[src/rtl/econet_pkg.sv]
// Shared Econet definitions: scheduler state encoding, register bit positions
// and configuration reset defaults.
package econet_pkg;

  localparam logic [1:0] ST_IDLE    = 2'd0;
  localparam logic [1:0] ST_WAIT    = 2'd1;
  localparam logic [1:0] ST_TX      = 2'd2;
  localparam logic [1:0] ST_BACKOFF = 2'd3;

  // Lane 0 command/control bits
  localparam int BIT_START  = 0;
  localparam int BIT_ABORT  = 1;
  localparam int BIT_IRQ_EN = 2;
  localparam int BIT_CLEAR  = 3;

  // Status readback bits
  localparam int BIT_BUSY   = 31;
  localparam int BIT_FAIL   = 30;
  localparam int BIT_DONE   = 29;
  localparam int BIT_COLDET = 28;

  localparam logic [7:0] IDLE_BITS_DEFAULT   = 8'd15;
  localparam logic [3:0] MAX_RETRIES_DEFAULT = 4'd7;

endpackage

[src/rtl/econet_sync.sv]
// N-stage flip-flop synchroniser for a single asynchronous level.
module econet_sync #(
  parameter int STAGES = 2
) (
  input  logic clk,
  input  logic reset,
  input  logic d,
  output logic q
);

  logic [STAGES-1:0] ff;

  always_ff @(posedge clk or posedge reset) begin
    if (reset) begin
      ff <= '0;
    end else begin
      ff[0] <= d;
      for (int i = 1; i < STAGES; i++) begin
        ff[i] <= ff[i-1];
      end
    end
  end

  assign q = ff[STAGES-1];

endmodule

[src/rtl/econet_txsched.sv]
// Econet transmit access scheduler: idle-line deferral, transmitter gating,
// collision backoff with bounded retries and a level completion interrupt.
module econet_txsched
  import econet_pkg::*;
#(
  parameter logic [15:0] LFSR_SEED   = 16'hACE1,
  parameter int          SYNC_STAGES = 2
) (
  input  logic        clk,
  input  logic        reset,
  input  logic [3:0]  wr,
  input  logic        select,
  input  logic [31:0] data_in,
  output logic [31:0] data_out,
  input  logic        econet_clk,
  input  logic        line_idle,
  input  logic        collision_detect,
  input  logic        tx_done,
  output logic        tx_enable,
  output logic        txsched_interrupt
);

  logic       eclk_s, idle_s, coll_s;
  logic       eclk_d;
  logic       eclk_rise;
  logic [1:0] state;
  logic [7:0] idle_cnt;
  logic [8:0] bo_cnt;
  logic [3:0] retry_cnt;
  logic [15:0] lfsr;
  logic       lfsr_fb;
  logic       irq_en, done, fail, coldet;
  logic [7:0] idle_bits;
  logic [3:0] max_retries;
  logic       wr_en, start_cmd, abort_cmd, clear_cmd;
  logic [3:0] retry_inc;
  logic [7:0] bo_mask;
  logic [8:0] bo_load;
  logic       unused_bits;

  econet_sync #(.STAGES(SYNC_STAGES)) u_sync_eclk (
    .clk(clk), .reset(reset), .d(econet_clk), .q(eclk_s)
  );
  econet_sync #(.STAGES(SYNC_STAGES)) u_sync_idle (
    .clk(clk), .reset(reset), .d(line_idle), .q(idle_s)
  );
  econet_sync #(.STAGES(SYNC_STAGES)) u_sync_coll (
    .clk(clk), .reset(reset), .d(collision_detect), .q(coll_s)
  );

  assign eclk_rise = eclk_s & ~eclk_d;

  assign wr_en     = select & (|wr);
  assign start_cmd = wr_en & wr[0] & data_in[BIT_START];
  assign abort_cmd = wr_en & wr[0] & data_in[BIT_ABORT];
  assign clear_cmd = wr_en & wr[0] & data_in[BIT_CLEAR];

  // Fibonacci taps 16,14,13,11 on a left-shifting register
  assign lfsr_fb = lfsr[15] ^ lfsr[13] ^ lfsr[12] ^ lfsr[10];

  assign retry_inc = (retry_cnt == 4'hF) ? 4'hF : retry_cnt + 4'd1;
  assign bo_mask   = (retry_inc >= 4'd8) ? 8'hFF : (8'd1 << retry_inc[2:0]) - 8'd1;
  assign bo_load   = {1'b0, lfsr[7:0] & bo_mask} + 9'd1;

  assign unused_bits = ^{wr[3], data_in[31:20], data_in[7:4]};

  always_ff @(posedge clk or posedge reset) begin
    if (reset) begin
      eclk_d      <= 1'b0;
      state       <= ST_IDLE;
      idle_cnt    <= 8'd0;
      bo_cnt      <= 9'd0;
      retry_cnt   <= 4'd0;
      lfsr        <= LFSR_SEED;
      irq_en      <= 1'b0;
      done        <= 1'b0;
      fail        <= 1'b0;
      coldet      <= 1'b0;
      idle_bits   <= IDLE_BITS_DEFAULT;
      max_retries <= MAX_RETRIES_DEFAULT;
    end else begin
      eclk_d <= eclk_s;
      lfsr   <= {lfsr[14:0], lfsr_fb};

      if (wr_en && wr[0]) irq_en      <= data_in[BIT_IRQ_EN];
      if (wr_en && wr[1]) idle_bits   <= data_in[15:8];
      if (wr_en && wr[2]) max_retries <= data_in[19:16];

      // Clear is applied first so any flag set later in this cycle wins
      if (clear_cmd) begin
        done   <= 1'b0;
        fail   <= 1'b0;
        coldet <= 1'b0;
      end
      if (coll_s) coldet <= 1'b1;

      if (abort_cmd) begin
        state <= ST_IDLE;
      end else begin
        case (state)
          ST_IDLE: begin
            if (start_cmd) begin
              retry_cnt <= 4'd0;
              idle_cnt  <= 8'd0;
              state     <= ST_WAIT;
            end
          end
          ST_WAIT: begin
            if (!idle_s || coll_s) begin
              idle_cnt <= 8'd0;
            end else if (eclk_rise && idle_cnt != 8'hFF) begin
              idle_cnt <= idle_cnt + 8'd1;
            end
            if (idle_s && idle_cnt >= idle_bits) state <= ST_TX;
          end
          ST_TX: begin
            if (coll_s) begin
              retry_cnt <= retry_inc;
              if (retry_inc > max_retries) begin
                fail  <= 1'b1;
                state <= ST_IDLE;
              end else begin
                bo_cnt <= bo_load;
                state  <= ST_BACKOFF;
              end
            end else if (tx_done) begin
              done  <= 1'b1;
              state <= ST_IDLE;
            end
          end
          ST_BACKOFF: begin
            if (bo_cnt == 9'd0) begin
              idle_cnt <= 8'd0;
              state    <= ST_WAIT;
            end else if (eclk_rise) begin
              bo_cnt <= bo_cnt - 9'd1;
            end
          end
          default: state <= ST_IDLE;
        endcase
      end
    end
  end

  // Gate is decoded straight from the state register so reset drops it at once
  assign tx_enable         = (state == ST_TX);
  assign txsched_interrupt = irq_en & (done | fail | coldet);

  always_comb begin
    data_out             = 32'd0;
    data_out[BIT_BUSY]   = (state != ST_IDLE);
    data_out[BIT_FAIL]   = fail;
    data_out[BIT_DONE]   = done;
    data_out[BIT_COLDET] = coldet;
    data_out[27:24]      = retry_cnt;
    data_out[19:16]      = max_retries;
    data_out[15:8]       = idle_bits;
    data_out[BIT_IRQ_EN] = irq_en;
  end

endmodule

[config.mk]
export PLATFORM = sky130hd
export DESIGN_NAME = econet_txsched
export DESIGN_NICKNAME = d
export VERILOG_FILES = /design/src/rtl/econet_pkg.sv /design/src/rtl/econet_sync.sv /design/src/rtl/econet_txsched.sv
export SDC_FILE = /design/constraint.sdc
export NUM_CORES = 1
export LEC_CHECK = 0
export CAP_MARGIN = 20
export CORE_MARGIN = 2
export CORE_UTILIZATION = 45
export CTS_CLUSTER_SIZE = 40
export DETAILED_ROUTE_END_ITERATION = 16
export PLACE_DENSITY = 0.78
export REMOVE_ABC_BUFFERS = 1
export SYNTH_ARGS = -nofsm -noshare
export SYNTH_HDL_FRONTEND = slang
export SYNTH_HIERARCHICAL = 1
export SYNTH_SLANG_ARGS = --single-unit
[constraint.sdc]
create_clock -name clk -period 3.1 [get_ports clk]
set_clock_uncertainty 0.1 [all_clocks]
set_input_delay 0.31 -clock clk [delete_from_list [all_inputs] [get_ports clk]]
set_output_delay 0.31 -clock clk [all_outputs]
set_load 0.005 [all_outputs]
==> metrics.cfg <==
[grt]
track_usage_pct = 18.3
grt_pass1_wl_mm = 12.8
antenna_found_initial = 0
grt_max_degree = 29
gr-usage-met2_pct = 29.1
use_met3_pct = 3.46
gr-total-overflow = 0
first_global_vias = 2764
busiest_layer = met2
met1_usage_pct = 25.1

[worst_setup_path]
cp-start-kind = register
critical_path_required_ps = 3220
worstSetupPathType = reg2reg
r2r_slack_ps = 240
path_max_fanout = 4
critPathLaunch = retry_cnt[0]
reg2reg_depth = 11
rr_endpoint = bo_cnt[4]
critPathArrivalTime_ps = 2980
r2r_start = retry_cnt[0]
cp-end-kind = register
crit_end = bo_cnt[4]

[finish]
syn2layout_area_growth_pct = 21.7
fillers = 660
final_common_cell = clkdlybuf4s50_1
ff_latch_area_um2 = 1570
multi_input_area_um2 = 1740
diodes = 0
layout.nets = 480
drive_above_1_share_pct = 16.9
final_cell_mix = clkdlybuf4s50_1, dfrtp_1, inv_1

[sta]
slew_violations = 0
hold_viol = 0
setup_viol = 0
worst_pin_slew_ps = 592
finalSetupTns_ps = 0
fin_ws_ps = 236
finalCritPeriodShare_pct = 92.4
slew_headroom_pct = 60.5
period_minus_slack_ps = 2860
rsz0062_at_grt = false
fmax_mhz = 349

[floorplan]
placement_rows = 32
start_util_pct = 46.4
ios = 77
coreArea_um2 = 7690
die_h_um = 93.0
dieArea_um2 = 8660
die_x_um = 93.0

[clock_network]
htree_num_levels = 3
cts_tree = done
cts_sinks = 62
clk_pin_slew_ps = 80
cts_buffers = 9
clockRootBuffer = clkbuf_8
insertion_delay_ps = 340
cts_buffer_depth = 2

[logic_synthesis]
yosysTopAreaCell = dfrtp_1
yosys_warnings = 6
synthCells = 363
yosysTopAreaCellShare_pct = 33.0
async_reset_ff_share_pct = 100
synth_cell_type_count = 66
synth_area_um2 = 3570
syn_avg_cell_area_um2 = 9.83
synth.area.top_cells = dfrtp_1, dfstp_2, ha_1
synth_edf_count = 0
ys_seq_area_share_pct = 44.0
ys.flop_type = dfrtp_1
ys_ff_latch = 62

[drt]
routedWlPerCell_um = 14.2
drt_pre_antenna_iters = 4
routed_wirelength_mm = 7.45
drt_iter0_drc = 133
ant_nets = 0
viasPerCell = 5.46
dr_total_vias = 2853
drcViolationCount = 0

[power]
ir_worst_vdd_uv = 365
leakagePower_nw = 1.91
powerDensity_nw_per_um2 = 688

[status]
status = completed

[run]
cap_violations = 0

[worst_hold_path]
min_path_type = in2async

[placed_design]
dp_hpwl_mm = 5.45
place_congestion = 0.899
port_buffers = 48
preCtsSetupSlack_ps = 181

## state kept, by name, indices dropped and copies added (netlist names), 2 cells and up
signal          count
bo_cnt              9
u_sync_coll/ff      2
state               2
lfsr               16
idle_bits           8
u_sync_idle/ff      2
idle_cnt            8
u_sync_eclk/ff      2
retry_cnt           4
max_retries         4
## layer usage
| layer | up-vias | wire length, um |
|---|---|---|
| li1 | 1371 | - |
| met1 | 1392 | 3470 |
| met2 | 75 | 3530 |
| met3 | 15 | 302 |
| met4 | 0 | 144 |
| met5 | - | 0 |
## what timing repair did
item,in CTS,in global routing
setup endpoints to repair,0,6
hold buffers,0,0
hold endpoints to repair,0,0
buffers inserted,0,0
resized for setup,0,2
## cell usage after synthesis (3+ instances only)
master    count
dfstp_2      15
nand2b_1      7
inv_1        32
a21o_1        5
xnor2_1       4
nor2_1       19
o31ai_1       3
or3_1         6
a31oi_1       5
nor2b_1       8
a211oi_1      3
ha_1         21
a21oi_1      18
nand3_1      10
and2_1        3
o21ai_1      12
clkbuf_1     11
o22a_1        3
buf_4        15
o21ai_0      17
nand2_1      19
dfrtp_1      47
mux2_2       15
nor3_1        5
o31ai_2       4
## layout make-up
type / count / area share (%)
sequential: 62 / 36.2
inverter: 33 / 2.85
tap: 102 / 2.94
timing repair buffer: 60 / 13.2
multi-input combinational: 250 / 40.1
clock buffer: 10 / 3.17
clock inverter: 6 / 1.58
## where the power goes
part	internal [mW]	leakage [nW]	switching [mW]	total, mW
clock	0.397	0.103	0.339	0.736
combinational	0.569	1.05	0.622	1.19
sequential	0.939	0.760	0.120	1.06
## how the worst min path moves through the flow
stage / start / to / slack, ps / depth (start not counted)
detailed placement: u_sync_eclk/ff[0] / u_sync_eclk/ff[1] / 230 / 0
floorplan: reset / u_sync_coll/ff[0] / -50 / 1
finish: reset / u_sync_idle/ff[0] / 110 / 2
CTS: reset / u_sync_idle/ff[0] / 110 / 2
global placement: u_sync_eclk/ff[0] / u_sync_eclk/ff[1] / 230 / 0
global route: reset / u_sync_idle/ff[0] / 120 / 2
## worst max-delay path, stage by stage, from the launching register on
cell and delay [ps]:
dfrtp_1 390, ha_1 230, nand2b_1 190, mux2_2 330
ha_1 300, o21ai_0 80, a21oi_1 80, o31ai_1 250
buf_4 180, nand2_1 90, a21o_1 180, a221o_1 340
## cells by family (layout without fill, tap and decap cells)
| kind of cell | after synthesis | after routing | share of synthesized area, % |
|---|---|---|---|
| flip-flops | 62 | 62 | 44.0 |
| AND/OR/NAND/NOR | 97 | 97 | 14.7 |
| XOR/XNOR | 6 | 6 | 1.47 |
| multiplexers | 17 | 17 | 5.30 |
| adder cells (fa/ha/maj) | 21 | 21 | 7.37 |
| other | 1 | 11 | 0.105 |
| AO/OA/AOI/OAI | 98 | 98 | 18.8 |
| buffers and inverters | 61 | 109 | 8.24 |
## per-stage QoR
step	utilization, %	cell area [um^2]	hold slack [ps]	power (mW)	std cells
CTS	56.4	4340	109	2.99	523
finish	56.5	4340	106	2.99	523
global placement	53.8	4130	232	2.19	507
detailed placement	53.8	4130	235	2.24	507
floorplan	-	3430	-48.8	1.78	345
global route	56.5	4340	118	3.20	523
No activity file was read; power rests on OpenSTA's default activity.
